File: config.mk
export PLATFORM = sky130hd
export DESIGN_NAME = seq_divider_flat
export DESIGN_NICKNAME = d
export VERILOG_FILES = /design/src/rtl/div_pkg.sv /design/src/rtl/seq_divider_if.sv /design/src/rtl/div_step.sv /design/src/rtl/seq_divider.sv /design/src/flat_wrapper.sv
export SDC_FILE = /design/constraint.sdc
export NUM_CORES = 1
export LEC_CHECK = 0
export CORE_MARGIN = 2
export CORE_UTILIZATION = 49
export DETAILED_ROUTE_END_ITERATION = 10
export PLACE_DENSITY_LB_ADDON = 0.25
export RECOVER_POWER = 25
export SYNTH_ARGS = -nofsm -noshare
export SYNTH_HDL_FRONTEND = slang
export SYNTH_SLANG_ARGS = --single-unit
File: constraint.sdc
create_clock -name clk -period 2 [get_ports clk]
set_input_delay 0.5 -clock clk [delete_from_list [all_inputs] [get_ports clk]]
set_output_delay 0.5 -clock clk [all_outputs]
set_load 0.01 [all_outputs]
File: src/rtl/div_pkg.sv
// Shared types and sizing for the sequential restoring divider.
// Holds the FSM state enum, default width N and the iteration counter width.
package div_pkg;

    localparam int N_DEF = 8;
    localparam int CNT_W_DEF = $clog2(2 * N_DEF);

    typedef enum logic [1:0] {
        IDLE,
        ITER,
        FIX
    } state_e;

    // Counter width for a 2N-cycle iteration loop.
    function automatic int cnt_w(input int n);
        return $clog2(2 * n);
    endfunction

endpackage

File: src/rtl/seq_divider_if.sv
// Start/done handshake and operand/result bundle for seq_divider.
// master: start, dividend, divisor out; slave: busy, done, quot, rem, ovf, dz out.
interface seq_divider_if
    import div_pkg::*;
#(
    parameter int N = N_DEF
);
    logic             start;
    logic [2*N-1:0]   dividend;
    logic [N-1:0]     divisor;
    logic             busy;
    logic             done;
    logic [N-1:0]     quot;
    logic [N-1:0]     rem;
    logic             ovf;
    logic             dz;

    modport master (
        output start, dividend, divisor,
        input  busy, done, quot, rem, ovf, dz
    );

    modport slave (
        input  start, dividend, divisor,
        output busy, done, quot, rem, ovf, dz
    );
endinterface

File: src/rtl/div_step.sv
// One combinational restoring-division stage.
// Ports: prem_i partial remainder, bit_i next dividend bit, dvm_i divisor
// magnitude; prem_o next partial remainder, q_o quotient bit.
module div_step
    import div_pkg::*;
#(
    parameter int N = N_DEF
) (
    input  logic [N:0]   prem_i,
    input  logic         bit_i,
    input  logic [N-1:0] dvm_i,
    output logic [N:0]   prem_o,
    output logic         q_o
);
    logic [N+1:0] sh;
    logic [N+1:0] diff;

    // The shifted remainder is below 2*divisor, so N+2 bits keep the
    // sign of the trial subtraction exact.
    assign sh     = {prem_i, bit_i};
    assign diff   = sh - {2'b00, dvm_i};
    assign q_o    = ~diff[N+1];
    assign prem_o = q_o ? diff[N:0] : sh[N:0];
endmodule

File: src/rtl/seq_divider.sv
// Sequential radix-2 restoring divider: 2N-bit dividend / N-bit divisor,
// fixed latency 2N+2. Ports: clk, rst (async, active high), bus (slave).
// Optional macro DIVIDER_SIGNED_EN selects two's-complement operation.
module seq_divider
    import div_pkg::*;
#(
    parameter int N = N_DEF
) (
    input  logic        clk,
    input  logic        rst,
    seq_divider_if.slave bus
);
    localparam int CW = cnt_w(N);
    localparam logic [CW-1:0] LAST = CW'(2 * N - 1);

    state_e          state_q, state_d;
    logic [CW-1:0]   cnt_q, cnt_d;
    logic [N:0]      prem_q, prem_d;
    logic [2*N-1:0]  acc_q, acc_d;
    logic [N-1:0]    dvm_q, dvm_d;
    logic [N-1:0]    lo_q, lo_d;
    logic [N-1:0]    quot_q, quot_d;
    logic [N-1:0]    rem_q, rem_d;
    logic            ovf_q, ovf_d;
    logic            dz_q, dz_d;
    logic            done_q, done_d;
    logic [N:0]      step_rem;
    logic            step_q;
`ifdef DIVIDER_SIGNED_EN
    logic            sn_q, sn_d;
    logic            sd_q, sd_d;
    logic [2*N-1:0]  qf;
    logic [N-1:0]    rf;
`endif

    div_step #(.N(N)) u_step (
        .prem_i (prem_q),
        .bit_i  (acc_q[2*N-1]),
        .dvm_i  (dvm_q),
        .prem_o (step_rem),
        .q_o    (step_q)
    );

    always_comb begin
        state_d = state_q;
        cnt_d   = cnt_q;
        prem_d  = prem_q;
        acc_d   = acc_q;
        dvm_d   = dvm_q;
        lo_d    = lo_q;
        quot_d  = quot_q;
        rem_d   = rem_q;
        ovf_d   = ovf_q;
        dz_d    = dz_q;
        done_d  = 1'b0;
`ifdef DIVIDER_SIGNED_EN
        sn_d    = sn_q;
        sd_d    = sd_q;
        qf      = (sn_q ^ sd_q) ? -acc_q : acc_q;
        rf      = sn_q ? -prem_q[N-1:0] : prem_q[N-1:0];
`endif
        unique case (state_q)
            IDLE: begin
                if (bus.start) begin
                    state_d = ITER;
                    cnt_d   = '0;
                    prem_d  = '0;
                    lo_d    = bus.dividend[N-1:0];
`ifdef DIVIDER_SIGNED_EN
                    sn_d    = bus.dividend[2*N-1];
                    sd_d    = bus.divisor[N-1];
                    acc_d   = bus.dividend[2*N-1] ? -bus.dividend
                                                  : bus.dividend;
                    dvm_d   = bus.divisor[N-1] ? -bus.divisor
                                               : bus.divisor;
`else
                    acc_d   = bus.dividend;
                    dvm_d   = bus.divisor;
`endif
                end
            end
            ITER: begin
                // acc shifts out dividend bits and fills with quotient bits
                prem_d = step_rem;
                acc_d  = {acc_q[2*N-2:0], step_q};
                cnt_d  = cnt_q + 1'b1;
                if (cnt_q == LAST) begin
                    state_d = FIX;
                end
            end
            FIX: begin
                state_d = IDLE;
                done_d  = 1'b1;
                dz_d    = 1'b0;
`ifdef DIVIDER_SIGNED_EN
                quot_d  = qf[N-1:0];
                rem_d   = rf;
                // fits iff bits 2N-1..N-1 are a pure sign extension
                ovf_d   = !((&qf[2*N-1:N-1]) || !(|qf[2*N-1:N-1]));
`else
                quot_d  = acc_q[N-1:0];
                rem_d   = prem_q[N-1:0];
                ovf_d   = |acc_q[2*N-1:N];
`endif
                if (dvm_q == '0) begin
                    quot_d = '1;
                    rem_d  = lo_q;
                    ovf_d  = 1'b0;
                    dz_d   = 1'b1;
                end
            end
            default: state_d = IDLE;
        endcase
    end

    always_ff @(posedge clk or posedge rst) begin
        if (rst) begin
            state_q <= IDLE;
            cnt_q   <= '0;
            prem_q  <= '0;
            acc_q   <= '0;
            dvm_q   <= '0;
            lo_q    <= '0;
            quot_q  <= '0;
            rem_q   <= '0;
            ovf_q   <= 1'b0;
            dz_q    <= 1'b0;
            done_q  <= 1'b0;
`ifdef DIVIDER_SIGNED_EN
            sn_q    <= 1'b0;
            sd_q    <= 1'b0;
`endif
        end else begin
            state_q <= state_d;
            cnt_q   <= cnt_d;
            prem_q  <= prem_d;
            acc_q   <= acc_d;
            dvm_q   <= dvm_d;
            lo_q    <= lo_d;
            quot_q  <= quot_d;
            rem_q   <= rem_d;
            ovf_q   <= ovf_d;
            dz_q    <= dz_d;
            done_q  <= done_d;
`ifdef DIVIDER_SIGNED_EN
            sn_q    <= sn_d;
            sd_q    <= sd_d;
`endif
        end
    end

    assign bus.busy = (state_q != IDLE);
    assign bus.done = done_q;
    assign bus.quot = quot_q;
    assign bus.rem  = rem_q;
    assign bus.ovf  = ovf_q;
    assign bus.dz   = dz_q;
endmodule
File: src/flat_wrapper.sv
// flat-port wrapper written by rule: the top's interface ports become plain ports
module seq_divider_flat import div_pkg::*;
#(
    parameter int N = N_DEF
)
  (clk, rst, bus_start, bus_dividend, bus_divisor, bus_busy, bus_done, bus_quot, bus_rem, bus_ovf, bus_dz);
  seq_divider_if #(.N(N)) bus_i ();
  input  logic clk;
  input  logic rst;
  input wire logic [$bits(bus_i.start)-1:0] bus_start;
  input wire logic [$bits(bus_i.dividend)-1:0] bus_dividend;
  input wire logic [$bits(bus_i.divisor)-1:0] bus_divisor;
  output wire logic [$bits(bus_i.busy)-1:0] bus_busy;
  output wire logic [$bits(bus_i.done)-1:0] bus_done;
  output wire logic [$bits(bus_i.quot)-1:0] bus_quot;
  output wire logic [$bits(bus_i.rem)-1:0] bus_rem;
  output wire logic [$bits(bus_i.ovf)-1:0] bus_ovf;
  output wire logic [$bits(bus_i.dz)-1:0] bus_dz;
  assign bus_i.start = bus_start;
  assign bus_i.dividend = bus_dividend;
  assign bus_i.divisor = bus_divisor;
  assign bus_busy = bus_i.busy;
  assign bus_done = bus_i.done;
  assign bus_quot = bus_i.quot;
  assign bus_rem = bus_i.rem;
  assign bus_ovf = bus_i.ovf;
  assign bus_dz = bus_i.dz;
  seq_divider #(.N(N)) u_core (.clk(clk), .rst(rst), .bus(bus_i));
endmodule
; Yosys cells after proc, flatten, opt, wreduce, memory -nomap -nowiden
; Cells that the tools add are included.
[word_totals]
reg_bits = 66
elab_cells = 42
in_bits = 27
out_inout_bits = 20
[op_classes]
bitwise_logic = 1
muxes = 15
addsub = 2
n_eq_ne = 5
n_reduce_logical = 8
[ops]
columns = cell, count
row1 = case mux 16 bit (2 select lines), 1
row2 = 2-to-1 mux 9 bit, 2
row3 = case mux 9 bit (2 select lines), 1
row4 = 2-to-1 mux 16 bit, 1
row5 = 2-to-1 mux 8 bit, 2
row6 = subtractor 10 x 8 -> 10 bit, 1
row7 = zero test 8 bit, 1
row8 = case mux 4 bit (2 select lines), 1
row9 = OR reduction 8 bit, 1
row10 = AND reduction 2 bit, 3
row11 = "adder 4 x 1 -> 4 bit, second input constant", 1
row12 = "== test 4 bit, second input constant", 1
row13 = 2-to-1 mux 2 bit, 2
row14 = 2-to-1 mux 4 bit, 1
row15 = case mux 2 bit (2 select lines), 1
row16 = nonzero test 2 bit, 2
row17 = 2-to-1 mux 1 bit, 3
row18 = "== test 2 x 1 -> 1 bit, second input constant", 1
row19 = "== test 2 bit, second input constant", 1
row20 = zero test 2 bit, 1
row21 = "!= test 2 x 1 -> 1 bit, second input constant", 1
row22 = "!= test 2 bit, second input constant", 1
row23 = NOT 1 bit, 1

; Depth between registers and ports, before layout
; Gate-level depths: netlist of the first run.
[depth]
depth_word = 3
depth_mapped = 9
depth_no_buf = 9

; Modules after synthesis
; Synthesis of the first run repeated with hierarchy kept, for this count alone.
[hier_totals]
hier_cells = 366
area_unflattened_um2 = 3313.2
[modules_own_cells]
columns = module, instances, area_per_inst_um2, cells_per_inst, seq_area_each_um2
row1 = seq_divider, 1, 2785.2, 299, 1651.6
row2 = div_step, 1, 528.0, 67, 0.0

; Worst setup path after synthesis of the first run
; Ideal clock, no wire load.
[synth_timing]
kind = reg2reg
startpoint = register u_core.acc_q[15]
endpoint = register u_core.prem_q[8]
stages_incl_launch_ff = 10
n_path_buf = 0
setup_time_ps = 69
arrival_ps = 1984
period_less_slack_ps = 2053
required_time_ps = 1931
slack_ps = -53
cell_sequence = dfrtp_1 -> inv_1 -> ha_1 -> fa_1 -> nor2b_1 -> o31a_1 -> o31a_1 -> nor3_1 -> or4_1 -> nand3_1
[synth_between]
elab_chain_cells = 3
[synth_rtl]
columns = element, line_no
row1 = start: declaration, seq_divider.sv:19  ; logic [2*N-1:0] acc_q, acc_d;
row2 = start signal: assignment, seq_divider.sv:121  ; acc_q <= '0;
row3 = start signal: assignment, seq_divider.sv:137  ; acc_q <= acc_d;
row4 = subtractor 10 x 8 -> 10 bit, div_step.sv:21  ; assign diff = sh - {2'b00, dvm_i};
row5 = 2-to-1 mux 9 bit, div_step.sv:23  ; assign prem_o = q_o ? diff[N:0] : sh[N:0];
row6 = case mux 9 bit (2 select lines), seq_divider.sv:62  ; unique case (state_q)
row7 = end signal: assignment, seq_divider.sv:136  ; prem_q <= prem_d;
row8 = end: declaration, seq_divider.sv:18  ; logic [N:0] prem_q, prem_d;
; Every way passes these cells.
; A chain may end at the register's enable or synchronous reset.

; Final worst setup path of the first run
; Same ends and word-level chain as after synthesis.

==> metrics.txt, run 1 <==
DRC errors left=0; first-pass GRT wire length=12.7 mm; Post-CTS Hold Buffers=0; clk sinks=66; GRT Overall Usage=22.7%; R2R depth=9; Post-Syn Area per Cell=~10 um^2; Synth Instances=326; router iterations before antenna repair=6; PD cells=2010 nW/um^2; RSZ-0062 raised after global routing=true; TNS Setup=-0.353 ns; gp weighted congestion=0.815; Final Hold Fails=0; status=finished, violations left; Final Instance Area=4420 um^2; Area Overhead vs Synth=36.9%; number of synthesized flops with an enable pin=0; # diodes=0; Fill cells=480; maximum clock path buffer count=2; Slew HR=48.4%; core box area=6350 um^2; TritonCTS clock tree=yes; worst-margin pin slew=0.770 ns; antenna violations before repair=0; num ports=47; Startpoint Class=flip-flop; via count=2679; DRT iter0 DRCs=130; vias in the first global route=2666; asr flop ratio synth=100%; Netlist cell types=38; CTS Buf Count=9; DIE WIDTH=85.2 um; H-tree depth=3; num rows=29; Lkg Pwr=slightly below 2 nW; Port Buffers=46; failing checks=setup timing; synthesized net count=363; setup slack after layout=-0.0918 ns; Vias/cell=around 5.4; Die ar.=7260 um^2; grt ovf=0; layout cell share with drive strength beyond 1=22.4%; Tcrit/Tclk final=105%; Slowest cell on crit path=or4_1; cell mode on critical path=o31a_1; minimum clock period=2.09 ns; top cells by area, synth=dfrtp_1 51%, nand2_1 8.1%, mux2i_1 6.5%, o21ai_0 6.0%, ha_1 3.5%; worst-skew pair later-pin latency=0.34 ns; Antenna Nets Post-Route=0; area leader, netlist=dfrtp_1; CP Data Required Time=around 2.3 ns; clock slew at reported path FFs=0.08 ns; FF+latch area=1650 um^2; CP Max Fanout=2; Synth Warn #=0; Worst Hold Class=reg -> reg; Syn Std Cell Area=3230 um^2; Final HPWL DP=just over 5 mm; largest net degree at the start of global routing=32; Max stage delay on crit path=0.47 ns; Max Transition Viols Final=0; Seq/Total Area, Yosys=51.1%; max-cap viol count=0; final wirelength=roughly 7.7 mm; Worst EP arrival=~2.4 ns; Setup Viol. Count Final=6; Critical Path End Type=flip-flop; Fmax=478 MHz; area of placed instances=3980 um^2; post-synth top area share=51.1%; Synth Flop Type=dfrtp_1; die height=85.2 um; hold depth=2; post-layout util=around 70%; Yosys reg bits=66; Final nets=447; CTS root buf=clkbuf_8; CP Cell Sequence=inv_2, ha_4, fa_2, nor2b_2, o31a_1, o31a_1, nor3_1, or4_1, nand3_1; CP Class=reg -> reg; Initial Util=roughly half; WL/cell=15.7 um; area of the multi-input gates=1550 um^2; Worst Skew=approximately 0.0095 ns; peak supply drop=roughly 0.0012 V
==> cell usage after synthesis (2+ instances only) <==
cell	instances
o211ai_1	3
a22oi_1	8
inv_1	13
xnor2_1	4
ha_1	9
nor2b_1	3
buf_6	3
clkbuf_1	10
a211oi_1	2
nor3_1	2
o31a_1	2
a21o_1	3
mux2_2	10
o21a_1	2
buf_2	3
nor2_1	13
nand3_1	4
dfrtp_1	66
nand2_1	70
nand2b_1	4
o22ai_1	6
nor4_1	4
o21ai_0	39
a21oi_1	9
mux2i_1	21
==> per-layer routing <==
metal,track usage [%],vias to the layer above,share of wire (%),wire length [um]
li1,-,1290,-,-
met1,28.5,1321,43,3350
met2,38.0,58,51,3900
met3,4.96,10,4.4,336
met4,9.38,0,1.7,129
met5,0,-,0,0
==> critical path, delay by kind of cell (launching register included) <==
kind / cells / cell delay (ns)
buffers and inverters: 1 / 0.06
flip-flops: 1 / 0.37
adder cells (fa/ha/maj): 2 / 0.51
AO/OA/AOI/OAI: 2 / 0.32
AND/OR/NAND/NOR: 4 / 0.76
==> layout by cell type, fill, tap and decap left out, types with 5 or more instances in the layout <==
master / n
mux2i_1: 21
buf_4: 33
buf_6: 6
inv_1: 7
dfrtp_1: 66
nor2_1: 12
o21ai_0: 38
ha_4: 7
a21oi_1: 8
clkdlybuf4s50_1: 44
inv_2: 5
o22ai_1: 6
a22oi_1: 8
nand2_1: 70
clkbuf_8: 9
mux2_2: 10
==> kinds of logic (layout without fill, tap and decap cells) <==
logic type / Yosys count / count (layout) / synth area share, %
buf+inv: 30 / 119 / 4.42
flops: 66 / 66 / 51.1
xor+xnor: 6 / 6 / 2.21
fa+ha+maj: 10 / 10 / 4.11
mux: 31 / 31 / 9.99
compound gates: 77 / 77 / 14.1
simple gates: 106 / 106 / 14.0
==> cell type report <==
cell class	count	share of cell area [%]
sequential	66	37.3
multi-input combinational	230	35.0
timing repair buffer	90	19.4
clock buffer	10	2.88
tap	77	2.18
clock inverter	6	2.06
inverter	13	1.13
==> what timing repair did <==
action                                  in CTS  in global routing
endpoints found under the setup margin      10                 10
pin swaps                                    7                  8
resized for setup                           20                  5
setup buffers                               10                  8
==> stage by stage <==
step	cells	setup slack [ns]	hold slack (ns)	power [mW]
after floorplan	326	-0.0171	0.455	5.12
after global placement	459	-0.0502	0.451	6.42
after detailed placement	459	-0.113	0.455	6.56
after CTS	485	-0.0389	0.473	8.55
after global routing	492	-0.174	0.492	9.53
final	492	-0.0918	0.466	8.91
==> where the power goes <==
group	total (mW)	switching, mW	internal (mW)
clock network	1.24	0.533	0.704
logic	5.19	2.32	2.87
registers	2.48	0.487	1.99
==> worst paths after layout <==
kind	start	to	slack (ns)
min in group asynchronous	rst	u_core.bus.quot[3]	0.70
max	u_core.acc_q[15]	u_core.prem_q[8]	-0.09
max reg2reg	u_core.acc_q[15]	u_core.prem_q[8]	-0.09
min	u_core.bus.quot[5]	u_core.bus.quot[5]	0.47
max in group asynchronous	rst	u_core.acc_q[14]	0.37
min reg2reg	u_core.bus.quot[5]	u_core.bus.quot[5]	0.47
==> sequential cells by signal, summed over array words and instances (netlist names), 2 cells and up <==
signal	cells
u_core.dvm_q	8
u_core.state_q	2
u_core.bus.quot	8
u_core.cnt_q	4
u_core.acc_q	16
u_core.lo_q	8
u_core.bus.rem	8
u_core.prem_q	9
Power figures use the tool's default switching activity.
==> run 2, diff against run 1 <==
CORE_UTILIZATION = 58   (was 49)
clock period = 2.7 ns   (was 2 ns; I/O delays follow)
==> metrics.txt, run 2 (synthesized netlist as in run 1, its figures left out) <==
minimum clock period=2.27 ns (+0.177 ns); vias in the first global route=2472 (-7.3%); most common cell after layout, fill and taps aside=nand2_1; Power Total=5.62 mW (-37%); via count=2505 (-6.5%); Top reg by flops=u_core.acc_q; CP Data Required Time=2.98 ns (+0.70 ns); CP Max Fanout=3 (+1); Top Usage Layer GRT=met2; Die ar.=6180 um^2 (-15%); routing usage on met1=35.2% (+6.7 points); Slowest cell on crit path=or4_1; WL/cell=16.2 um (+3.5%); RSZ-0062 raised after global routing=false; met3 usage=5.52% (+0.56 points); status=complete, no violations; largest net degree at the start of global routing=50 (+56%); die height=78.6 um (-7.7%); antenna violations before repair=0 (unchanged); num ports=47 (unchanged); grt ovf=0 (unchanged); crit path from=u_core.acc_q[15]; Reg-to-Reg Start=u_core.acc_q[15]; TNS Setup=0 ns (+0.353 ns); Max Transition Viols Final=0 (unchanged); grt met2 use=41.5% (+3.5 points); Worst Path Buf+Inv=1 (unchanged); DRT iter0 DRCs=214 (+65%); clock slew at reported path FFs=0.08 ns (about the same); PD cells=1400 nW/um^2 (-30%); worst-margin pin slew=0.931 ns (+0.161 ns); layout cell share with drive strength beyond 1=10.6% (-12 points); router iterations before antenna repair=4 (-2); peak supply drop=0.000955 V (-18%); Fmax=441 MHz (-7.8%); Final Hold Fails=0 (unchanged); Slew HR=37.9% (-11 points); most frequent cells in the layout=70 x nand2_1, 66 x dfrtp_1, 45 x clkdlybuf4s50_1; Tcrit/Tclk final=84.0% (-21 points); Port Buffers=46 (unchanged); CTS Buf Count=9 (unchanged); CP Cell Sequence=inv_1, ha_1, fa_1, nor2b_1, o31a_1, o31a_1, nor3_1, or4_1, nand3_1; clk sinks=66 (unchanged); Worst EP arrival=2.55 ns (+0.18 ns); Final HPWL DP=4.95 mm (-4.4%); Setup Viol. Count Final=0 (-6); Lkg Pwr=1.80 nW (-8.7%); Area Overhead vs Synth=24.1%; Startpoint Class=flip-flop; Max stage delay on crit path=0.47 ns (about the same); first-pass GRT wire length=12.3 mm (-2.8%); Largest regs=u_core.acc_q x16, u_core.prem_q x9; Critical Path End Type=flip-flop; CTS root buf=clkbuf_8; cell mode on critical path=o31a_1; H-tree depth=3 (unchanged); DIE WIDTH=78.6 um (-7.7%); core box area=5440 um^2 (-14%); Worst Hold Class=reg -> reg; Crit path max-delay family=simple AND/OR/NAND/NOR gates; final wirelength=7.30 mm (-5.3%); maximum clock path buffer count=2 (unchanged); Vias/cell=5.57 (+2.2%); # diodes=0 (unchanged); CP Class=reg -> reg; DRC errors left=0 (unchanged); Antenna Nets Post-Route=0 (unchanged); setup slack after layout=0.431 ns (+0.523 ns); PostCTS Resize Cnt=0 (-100%); worst-skew pair later-pin latency=0.35 ns (about the same); hold_sp=u_core.bus.quot[6]; Fill cells=401 (-16%); max-cap viol count=0 (unchanged); num rows=27 (-6.9%); Largest register FFs=16 (unchanged); GRT Overall Usage=25.9% (+3.2 points); Post-CTS Hold Buffers=0 (unchanged); postcts setup bufs=0 (-10); Post-Place Worst Slack=0.506 ns (+0.619 ns); gp weighted congestion=0.945 (+16%); Initial Util=59.4% (+8.5 points); TritonCTS clock tree=yes; Worst Skew=0.00701 ns (-0.00251 ns); Final nets=410 (-8.3%)
run 2: changes by cell type in the layout (fill, tap and decap cells not counted), moves of 2 or more:
cell,change
buf_4,-28
clkinvlp_4,-2
inv_1,+6
ha_4,-7
buf_12,-3
ha_1,+7
inv_2,-5
buf_6,-6
inv_6,+3
run 2: worst paths after layout:
| kind | slack (ns) | end | depth (start not counted) |
|---|---|---|---|
| max in group asynchronous | 0.63 | u_core.dvm_q[6] | 3 |
| min | 0.47 | u_core.bus.quot[6] | 2 |
| max reg2reg | 0.43 | u_core.prem_q[8] | 9 |
| min reg2reg | 0.47 | u_core.bus.quot[6] | 2 |
| max | 0.43 | u_core.prem_q[8] | 9 |
| min in group asynchronous | 0.98 | u_core.prem_q[4] | 2 |
run 2: stage by stage:
step           std cells  instance area [um^2]  hold slack (ns)  utilization (%)
2_1_floorplan        326                  3230            0.455                -
3_3_place_gp         434                  3770            0.450             69.4
3_5_place_dp         434                  3770            0.456             69.4
4_1_cts              450                  4020            0.474             74.0
5_1_grt              450                  4010            0.490             73.7
6_report             450                  4010            0.468             73.7
run 2: cell type report:
cell class,instances,area (um^2),share of cell area [%]
Multi-Input combinational cell,230,1450,36.1
Inverter,13,48.8,1.22
Sequential cell,66,1650,41.2
Timing Repair Buffer,53,523,13.1
Clock inverter,7,124,3.09
Clock buffer,9,124,3.09
Tap cell,72,90.1,2.25
run 2: worst min-delay path, stage by stage, from the launching register on:
cell and delay (ns):
dfrtp_1 0.35, nand2_1 0.05, nand2_1 0.05
run 2: per-layer routing:
layer	routed length, um	vias to the layer above
met5	0	-
met2	3610	84
li1	-	1218
met3	470	13
met1	3110	1190
met4	117	0
run 2: where the power goes:
group | internal [mW] | switching, mW
registers | 1.47 | 0.362
clock network | 0.623 | 0.419
logic | 1.33 | 1.42
